===== src/rtl/tok_src_pkg.sv =====
// Shared types and LFSR helper for the tagged token source.
package tok_src_pkg;

    typedef enum logic [1:0] {
        IDLE,
        RUN,
        GAP,
        DONE
    } state_t;

    localparam int unsigned LFSR_W = 16;

    // x^16 + x^14 + x^13 + x^11 + 1 -> state bits 15, 13, 12, 10
    localparam logic [LFSR_W-1:0] LFSR_TAPS = 16'hB400;

    function automatic logic [LFSR_W-1:0] lfsr_next(input logic [LFSR_W-1:0] s);
        return {s[LFSR_W-2:0], ^(s & LFSR_TAPS)};
    endfunction

endpackage


===== src/rtl/tagged_token_source_if.sv =====
// Tagged-FIFO write bus: producer drives write/dataout, consumer drives per-flux full.
interface tagged_token_source_if #(
    parameter int unsigned FLUX  = 2,
    parameter int unsigned WIDTH = 9
);
    logic             write;
    logic [WIDTH-1:0] dataout;
    logic [FLUX-1:0]  full;

    modport master (output write, output dataout, input full);
    modport slave  (input write, input dataout, output full);
endinterface


===== src/rtl/tok_lfsr.sv =====
// 16-bit Fibonacci LFSR with synchronous load and single-step enable.
module tok_lfsr
    import tok_src_pkg::*;
#(
    parameter logic [LFSR_W-1:0] SEED = 16'hACE1
) (
    input  logic              clk,
    input  logic              rst,
    input  logic              load,
    input  logic              step,
    input  logic [LFSR_W-1:0] seed,
    output logic [LFSR_W-1:0] state
);

    always_ff @(posedge clk or negedge rst) begin
        if (!rst) begin
            state <= SEED;
        end else if (load) begin
            state <= seed;
        end else if (step) begin
            state <= lfsr_next(state);
        end
    end

endmodule


===== src/rtl/tagged_token_source.sv =====
// Emits NUM_TOKENS {tag, lfsr data} tokens with round-robin tags under per-flux backpressure.
// Optional macro TOKSRC_RANDOM_GAP_EN inserts a one-cycle GAP after accepts whose stepped LFSR MSB is 1.
module tagged_token_source
    import tok_src_pkg::*;
#(
    parameter int unsigned FLUX       = 2,
    parameter int unsigned DATA_WIDTH = 8,
    parameter int unsigned TAG_WIDTH  = $clog2(FLUX),
    parameter int unsigned WIDTH      = DATA_WIDTH + TAG_WIDTH,
    parameter int unsigned NUM_TOKENS = 16,
    parameter logic [15:0] SEED       = 16'hACE1
) (
    input  logic                              clk,
    input  logic                              rst,
    input  logic                              start,
    tagged_token_source_if.master             out_port,
    output logic                              done,
    output logic [$clog2(NUM_TOKENS+1)-1:0]   tokens_sent
);

    localparam int unsigned CNT_W = $clog2(NUM_TOKENS + 1);

    state_t               state_q;
    state_t               state_d;
    logic [TAG_WIDTH-1:0] tag_q;
    logic [TAG_WIDTH-1:0] tag_next;
    logic [CNT_W-1:0]     cnt_q;
    logic [LFSR_W-1:0]    lfsr_q;
    logic                 load;
    logic                 accept;
    logic                 last;
    logic                 unused_lfsr;

    assign load     = start && ((state_q == IDLE) || (state_q == DONE));
    assign accept   = (state_q == RUN) && !out_port.full[tag_q];
    assign last     = accept && (cnt_q == CNT_W'(NUM_TOKENS - 1));
    assign tag_next = (tag_q == TAG_WIDTH'(FLUX - 1)) ? '0 : tag_q + TAG_WIDTH'(1);

    // Upper LFSR bits only feed the sequence itself when DATA_WIDTH < 16.
    assign unused_lfsr = ^lfsr_q;

`ifdef TOKSRC_RANDOM_GAP_EN
    logic [LFSR_W-1:0] lfsr_step;
    logic              gap_hit;
    logic              unused_step;

    assign lfsr_step   = lfsr_next(lfsr_q);
    assign gap_hit     = lfsr_step[LFSR_W-1];
    assign unused_step = ^lfsr_step[LFSR_W-2:0];
`endif

    tok_lfsr #(
        .SEED(SEED)
    ) u_lfsr (
        .clk  (clk),
        .rst  (rst),
        .load (load),
        .step (accept),
        .seed (SEED),
        .state(lfsr_q)
    );

    always_ff @(posedge clk or negedge rst) begin
        if (!rst) begin
            state_q <= IDLE;
        end else begin
            state_q <= state_d;
        end
    end

    always_comb begin
        state_d = state_q;
        case (state_q)
            IDLE, DONE: begin
                if (start) state_d = RUN;
            end
            RUN: begin
                // Last accept wins over any gap request.
                if (last) begin
                    state_d = DONE;
`ifdef TOKSRC_RANDOM_GAP_EN
                end else if (accept && gap_hit) begin
                    state_d = GAP;
`endif
                end
            end
`ifdef TOKSRC_RANDOM_GAP_EN
            GAP: state_d = RUN;
`endif
            default: state_d = IDLE;
        endcase
    end

    always_comb begin
        out_port.write   = accept;
        out_port.dataout = '0;
        if (accept) begin
            out_port.dataout = {tag_q, lfsr_q[DATA_WIDTH-1:0]};
        end
        done = (state_q == DONE);
    end

    always_ff @(posedge clk or negedge rst) begin
        if (!rst) begin
            tag_q <= '0;
            cnt_q <= '0;
        end else if (load) begin
            tag_q <= '0;
            cnt_q <= '0;
        end else if (accept) begin
            tag_q <= tag_next;
            cnt_q <= cnt_q + CNT_W'(1);
        end
    end

    assign tokens_sent = cnt_q;

endmodule

===== src/flat_wrapper.sv =====
// flat-port wrapper written by rule: the top's interface ports become plain ports
module tagged_token_source_flat import tok_src_pkg::*;
#(
    parameter int unsigned FLUX       = 2,
    parameter int unsigned DATA_WIDTH = 8,
    parameter int unsigned TAG_WIDTH  = $clog2(FLUX),
    parameter int unsigned WIDTH      = DATA_WIDTH + TAG_WIDTH,
    parameter int unsigned NUM_TOKENS = 16,
    parameter logic [15:0] SEED       = 16'hACE1
)
  (clk, rst, start, done, tokens_sent, out_port_write, out_port_dataout, out_port_full);
  tagged_token_source_if #(.FLUX(FLUX), .WIDTH(WIDTH)) out_port_i ();
  input  logic clk;
  input  logic rst;
  input  logic start;
  output logic done;
  output logic [$clog2(NUM_TOKENS+1)-1:0] tokens_sent;
  output wire logic [$bits(out_port_i.write)-1:0] out_port_write;
  output wire logic [$bits(out_port_i.dataout)-1:0] out_port_dataout;
  input wire logic [$bits(out_port_i.full)-1:0] out_port_full;
  assign out_port_write = out_port_i.write;
  assign out_port_dataout = out_port_i.dataout;
  assign out_port_i.full = out_port_full;
  tagged_token_source #(.FLUX(FLUX), .DATA_WIDTH(DATA_WIDTH), .TAG_WIDTH(TAG_WIDTH), .WIDTH(WIDTH), .NUM_TOKENS(NUM_TOKENS), .SEED(SEED)) u_core (.clk(clk), .rst(rst), .start(start), .out_port(out_port_i), .done(done), .tokens_sent(tokens_sent));
endmodule

===== config.mk =====
export PLATFORM = sky130hd
export DESIGN_NAME = tagged_token_source_flat
export DESIGN_NICKNAME = d
export VERILOG_FILES = /design/src/rtl/tok_src_pkg.sv /design/src/rtl/tagged_token_source_if.sv /design/src/rtl/tok_lfsr.sv /design/src/rtl/tagged_token_source.sv /design/src/flat_wrapper.sv
export SDC_FILE = /design/constraint.sdc
export NUM_CORES = 1
export LEC_CHECK = 0
export CAP_MARGIN = 10
export CORE_MARGIN = 2
export CORE_UTILIZATION = 55
export CTS_CLUSTER_SIZE = 12
export DETAILED_ROUTE_END_ITERATION = 8
export PLACE_DENSITY = 0.85
export SETUP_SLACK_MARGIN = 0.05
export SKIP_CTS_REPAIR_TIMING = 1
export SYNTH_ARGS = -nofsm -noshare
export SYNTH_HDL_FRONTEND = slang
export SYNTH_SLANG_ARGS = --single-unit

===== constraint.sdc =====
create_clock -name clk -period 4.5 [get_ports clk]
set_input_delay 0.9 -clock clk [delete_from_list [all_inputs] [get_ports clk]]
set_output_delay 0.9 -clock clk [all_outputs]
set_load 0.02 [all_outputs]

### Word level (Yosys, flattened, before mapping)

Index checks and enable logic that the tools add are counted.

| word-level totals | value |
|---|---|
| register bits | 24 |
| latch bits | 0 |
| bits in writable memories | 0 |
| bits in read-only memories | 0 |
| output and inout port bits | 16 |
| word-level logic and storage cells | 35 |
| memories | 0 |

| cells by class | value |
|---|---|
| add/sub/neg operators | 2 |
| $mul | 0 |
| divide/modulo/power cells | 0 |
| order comparisons | 1 |
| equality and inequality tests | 5 |
| shifts and indexed selects | 0 |
| multiplexer cells | 13 |
| bitwise gates (word level) | 0 |
| reductions and logical operators | 10 |

Operator list:

| operator | count |
|---|---|
| 16-bit two-way mux | 2 |
| 16-bit parity | 1 |
| 5-bit two-way mux | 2 |
| 9-bit two-way mux | 1 |
| 5-bit by 1-bit adder with 5-bit output (second input constant) | 1 |
| 5-bit by 4-bit == test with 1-bit output (second input constant) | 1 |
| 1-bit two-way mux | 5 |
| 2-bit two-way mux | 2 |
| 2-bit case mux with 2 select lines | 1 |
| 1-bit logical AND | 3 |
| 2-bit by 1-bit == test with 1-bit output (second input constant) | 1 |
| 2-bit == test (second input constant) | 1 |
| 2-bit zero test | 1 |
| 1-bit by 2-bit < comparator with 1-bit output (second input constant) | 1 |
| 2-bit by 1-bit inequality test with 1-bit output (second input constant) | 1 |
| 2-bit inequality test (second input constant) | 1 |
| 2-bit AND reduction | 1 |
| 2-bit nonzero test | 1 |
| 2-bit OR reduction | 1 |
| 1-bit adder (second input constant) | 1 |
| 1-bit zero test | 1 |
| 1-bit logical OR | 1 |

### Logic depth before layout (Yosys ltp)

Gate-level depths: netlist of run 1.

| logic depth | value |
|---|---|
| depth in word-level cells | 7 |
| gate-level depth with buffers | 8 |
| depth with buffers taken out | 6 |

### Hierarchy

Synthesis of run 1 repeated with hierarchy kept, for this count alone.

| unflattened totals | value |
|---|---|
| cells, all modules | 138 |
| area, all modules | 1361.3 um2 |

By module, submodules not included:

| module | times used | cells an instance | area each (um2) | sequential area each (um2) |
|---|---|---|---|---|
| tok_lfsr | 1 | 73 | 790.8 | 410.4 |
| tagged_token_source | 1 | 65 | 570.5 | 200.2 |

### Least setup slack after synthesis of run 1

OpenSTA, ideal clock, no wires.

| timing | value |
|---|---|
| path kind | input to output |
| start point | in out_port_full[0] |
| end point | out out_port_dataout[0] |
| arrival | 1620 ps |
| slack | 1980 ps |
| stages | 6 |
| buffers on the path | 1 |
| cells stage by stage | mux2i_4 > nand2_4 > inv_2 > buf_6 > nand2_1 > inv_1 |

| between the ends | value |
|---|---|
| word-level cells in the longest chain between the ends | 5 |

Ends and longest elaborated chain:

| item | RTL line | source |
|---|---|---|
| start: declaration | flat_wrapper.sv:20 | `input wire logic [$bits(out_port_i.full)-1:0] out_port_full;` |
| 1-bit two-way mux (not written as such) (2 in a row) | tagged_token_source.sv:35 | `assign accept = (state_q == RUN) && !out_port.full[tag_q];` |
| 1-bit zero test | tagged_token_source.sv:35 |  |
| 1-bit logical AND | tagged_token_source.sv:35 |  |
| 9-bit two-way mux | tagged_token_source.sv:97 | `if (accept) begin` |
| end: declaration | flat_wrapper.sv:19 | `output wire logic [$bits(out_port_i.dataout)-1:0] out_port_dataout;` |

No other way between the ends. The select of a mux whose other input is x is not followed.

### Worst setup path in the final report of run 1

| timing | value |
|---|---|
| start point | in out_port_full[1] |
| end point | out out_port_dataout[2] |

The elaborated chain is that of the path after synthesis.

==> results of run 1 <==
-- state kept, by name, summed over array words and instances, names as in the netlist --
signal / cells
u_core.state_q: 2
u_core.u_lfsr.state: 16
u_core.tokens_sent: 5
u_core.tag_q: 1
-- layout make-up --
type | count | area, um^2
Tap cell | 27 | 33.8
Clock buffer | 4 | 36.3
Timing Repair Buffer | 21 | 228
Multi-Input combinational cell | 81 | 497
Sequential cell | 24 | 611
Inverter | 9 | 33.8
Fill cell | 148 | 563
-- cell usage in the layout (no fill, tap or decap), drive strengths merged --
| cell type | instances |
|---|---|
| a211o | 3 |
| a211oi | 1 |
| a21oi | 10 |
| a31oi | 1 |
| and2 | 1 |
| and3 | 5 |
| buf | 1 |
| clkbuf | 4 |
| clkdlybuf4s50 | 20 |
| dfrtp | 16 |
| dfstp | 8 |
| ha | 6 |
| inv | 9 |
| mux2 | 1 |
| mux2i | 2 |
| nand2 | 30 |
| nand3 | 6 |
| nor2 | 6 |
| nor2b | 1 |
| nor3 | 2 |
| xnor2 | 4 |
| xor2 | 2 |
-- power by group through the flow --
stage,Sequential (mW),Clock (mW),Combinational [mW]
after floorplan,0.387,0,0.312
after global placement,0.382,0,0.427
after detailed placement,0.388,0,0.442
after CTS,0.383,0.119,0.445
after global routing,0.394,0.129,0.491
final,0.384,0.115,0.445
-- per-layer routing --
metal / routed length [um] / vias to the layer above
met3: 111 / 3
met5: 0 / -
met4: 38 / 0
li1: - / 426
met2: 1190 / 27
met1: 954 / 448
-- cell families after synthesis --
family                   share of synthesized area
flip-flops                                   0.517
AO/OA/AOI/OAI                               0.0838
buffers and inverters                       0.0615
AND/OR/NAND/NOR                              0.192
XOR/XNOR                                    0.0445
adder cells (fa/ha/maj)                     0.0636
multiplexers                                0.0371
-- synthesized netlist by cell type (all sizes together) (2+ instances only) --
cell type   n  share of area
nand3       6          0.025
inv         9          0.029
dfstp       8           0.18
and3        5          0.027
nor3        2         0.0085
ha          6          0.064
a21oi      10          0.046
dfrtp      16           0.34
xnor2       4          0.030
mux2i       2          0.028
nand2      30           0.10
buf         5          0.030
a211o       3          0.022
xor2        2          0.015
nor2        6          0.019
-- through the flow --
step / setup slack [ps] / power, mW / hold WS (ps) / std cells
2_1_floorplan: 1980 / 0.699 / 464 / 120
3_3_place_gp: 740 / 0.809 / 471 / 161
3_5_place_dp: 666 / 0.829 / 491 / 161
4_1_cts: 658 / 0.946 / 509 / 165
5_1_grt: 557 / 1.01 / 528 / 166
6_report: 659 / 0.944 / 503 / 166
-- worst reg2reg max path, stage by stage, from the launching register on --
cell and delay (ps):
dfrtp_1 440, inv_1 90, ha_1 350, nand2_4 200
inv_2 300, nand2_1 140, a21oi_1 180
-- worst paths after layout --
path / from / end / slack, ps
setup / recovery: out_port_full[1] / out_port_dataout[2] / 660
hold / removal: u_core.u_lfsr.state[15] / u_core.u_lfsr.state[15] / 500
setup reg to reg: u_core.state_q[1] / u_core.u_lfsr.state[4] / 2720
hold reg to reg: u_core.u_lfsr.state[15] / u_core.u_lfsr.state[15] / 500
max in group asynchronous: rst / u_core.u_lfsr.state[10] / 3040
min in group asynchronous: rst / u_core.tag_q / 910
==> metrics.yaml, run 1 <==
floorplanning:
  die_w_um: 50.3
  dieArea_um2: 2530
  core_area_um2: 2000
  num_io_pins: 21
  rows: 16
  dieHeight_um: 50.3
  start_util: 0.589
clocking:
  htree_levels: 1
  cts-root-buf: "clkbuf_4"
  cts.path.max_buffers: 2
  cts_buffers: 3
  clk_pin_slew_worst_paths_ps: 120
  clock_latency_ps: 330
  clock-sinks: 24
  cts_tree: "done"
timing:
  finClkSkew_ps: 5.07
  worstMarginPinSlew_ps: 672
  hold_viol: 0
  period_needed_ps: 3840
  slew_headroom: 0.552
  fmax_mhz: 260
  fin_crit_sh: 0.853
  finalSetupViolCount: 0
  rsz0062_at_grt: "no"
  drv_slew: 0
  tns_ps: 0
global_routing:
  grt_overflow: 0
  busiest_layer: "met2"
  grt_util_met3: 0.0357
  use_met1: 0.275
  antenna_found_initial: 0
  use_met2: 0.338
  grt_max_degree: 25
  grt_usage: 0.209
  grt_pass1_vias: 840
  grt_pass1_wl_um: 3880
synth:
  syn_area_um2: 1180
  ys.flop_type: "dfrtp_1"
  synth-edff-count: 0
  yosysSeqAreaShare: 0.517
  ys_types: 28
  ys_seq_elements: 24
  syn_nets: 131
  syn-instance-count: 120
  avgSynthCellArea_um2: 9.83
  synth_async_sr_flop_share: 1.00
  synth_warnings: 0
routing:
  ant_nets: 0
  drt_iter0_drc: 9
  viasPerCell: 5.45
  vias: 904
  drc: 0
  drt-total-wl_um: 2300
  wl_per_cell_um: 13.8
  drt-pass1-iter-count: 4
placement:
  dpl.hpwl_um: 1590
  gp_congestion: 0.769
  dpl_cell_area_um2: 1380
  numPortBuffers: 20
run:
  max_cap_viol_count: 0
finish:
  layout-drive-gt1-share: 0.151
  fin_nets: 151
  diodes: 0
  area.growth.synth_to_final_pct: 22.0
  stdcell_area_um2: 1440
  fin_util: 0.719
power_and_ir_drop:
  intPower_mw: 0.570
  p_sw_mw: 0.374
  peakVddDrop_uv: 393
  power_per_cell_area_nw_per_um2: 656
  power_frac_clock: 0.122
  netSwitchingFraction: 0.397
  seq_power_share: 0.407
  p_leak_nw: 0.683
  comb_power_share: 0.471
critical_path:
  critPathMaxStageDelay_ps: 610
  rr_worst_depth: 6
  path_delay_family: "buffers and inverters"
  startpoint_type: "input pin"
  arrival_ps: 2940
  path_buf_inv: 4
  crit_required_ps: 3600
  critPathSlowestCell: "clkdlybuf4s50_1"
  cp.depth: 7
  worstSetupPathType: "in -> out"
  crit_fanout: 20
  crit_path_end_kind: "primary output"
  path_cells: "clkdlybuf4s50_1 -> mux2i_4 -> nand2_4 -> inv_2 -> nand2_1 -> inv_2 -> clkdlybuf4s50_1"
worst_hold_path:
  worstHoldPathType: "reg -> reg"
  hold_depth: 2
status:
  status: "finished clean"
No activity file was read; power rests on OpenSTA's default activity.
==> inputs of run 2 (changes only) <==
--- a/config.mk
+++ b/config.mk
@@ -8,6 +8,7 @@
 export CAP_MARGIN = 10
 export CORE_MARGIN = 2
 export CORE_UTILIZATION = 55
+export CTS_BUF_LIST = sky130_fd_sc_hd__clkbuf_4 sky130_fd_sc_hd__clkbuf_8
 export CTS_CLUSTER_SIZE = 12
 export DETAILED_ROUTE_END_ITERATION = 8
 export PLACE_DENSITY = 0.85
==> results of run 2 <==
Final layout, timing and power as in run 1 (identical DEF).
==> inputs of run 3 (changes only) <==
--- a/config.mk
+++ b/config.mk
@@ -9,7 +9,6 @@
 export CORE_MARGIN = 2
 export CORE_UTILIZATION = 55
 export CTS_BUF_LIST = sky130_fd_sc_hd__clkbuf_4 sky130_fd_sc_hd__clkbuf_8
-export CTS_CLUSTER_SIZE = 12
 export DETAILED_ROUTE_END_ITERATION = 8
 export PLACE_DENSITY = 0.85
 export SETUP_SLACK_MARGIN = 0.05
==> results of run 3 <==
Final layout, timing and power as in run 1 (identical DEF).
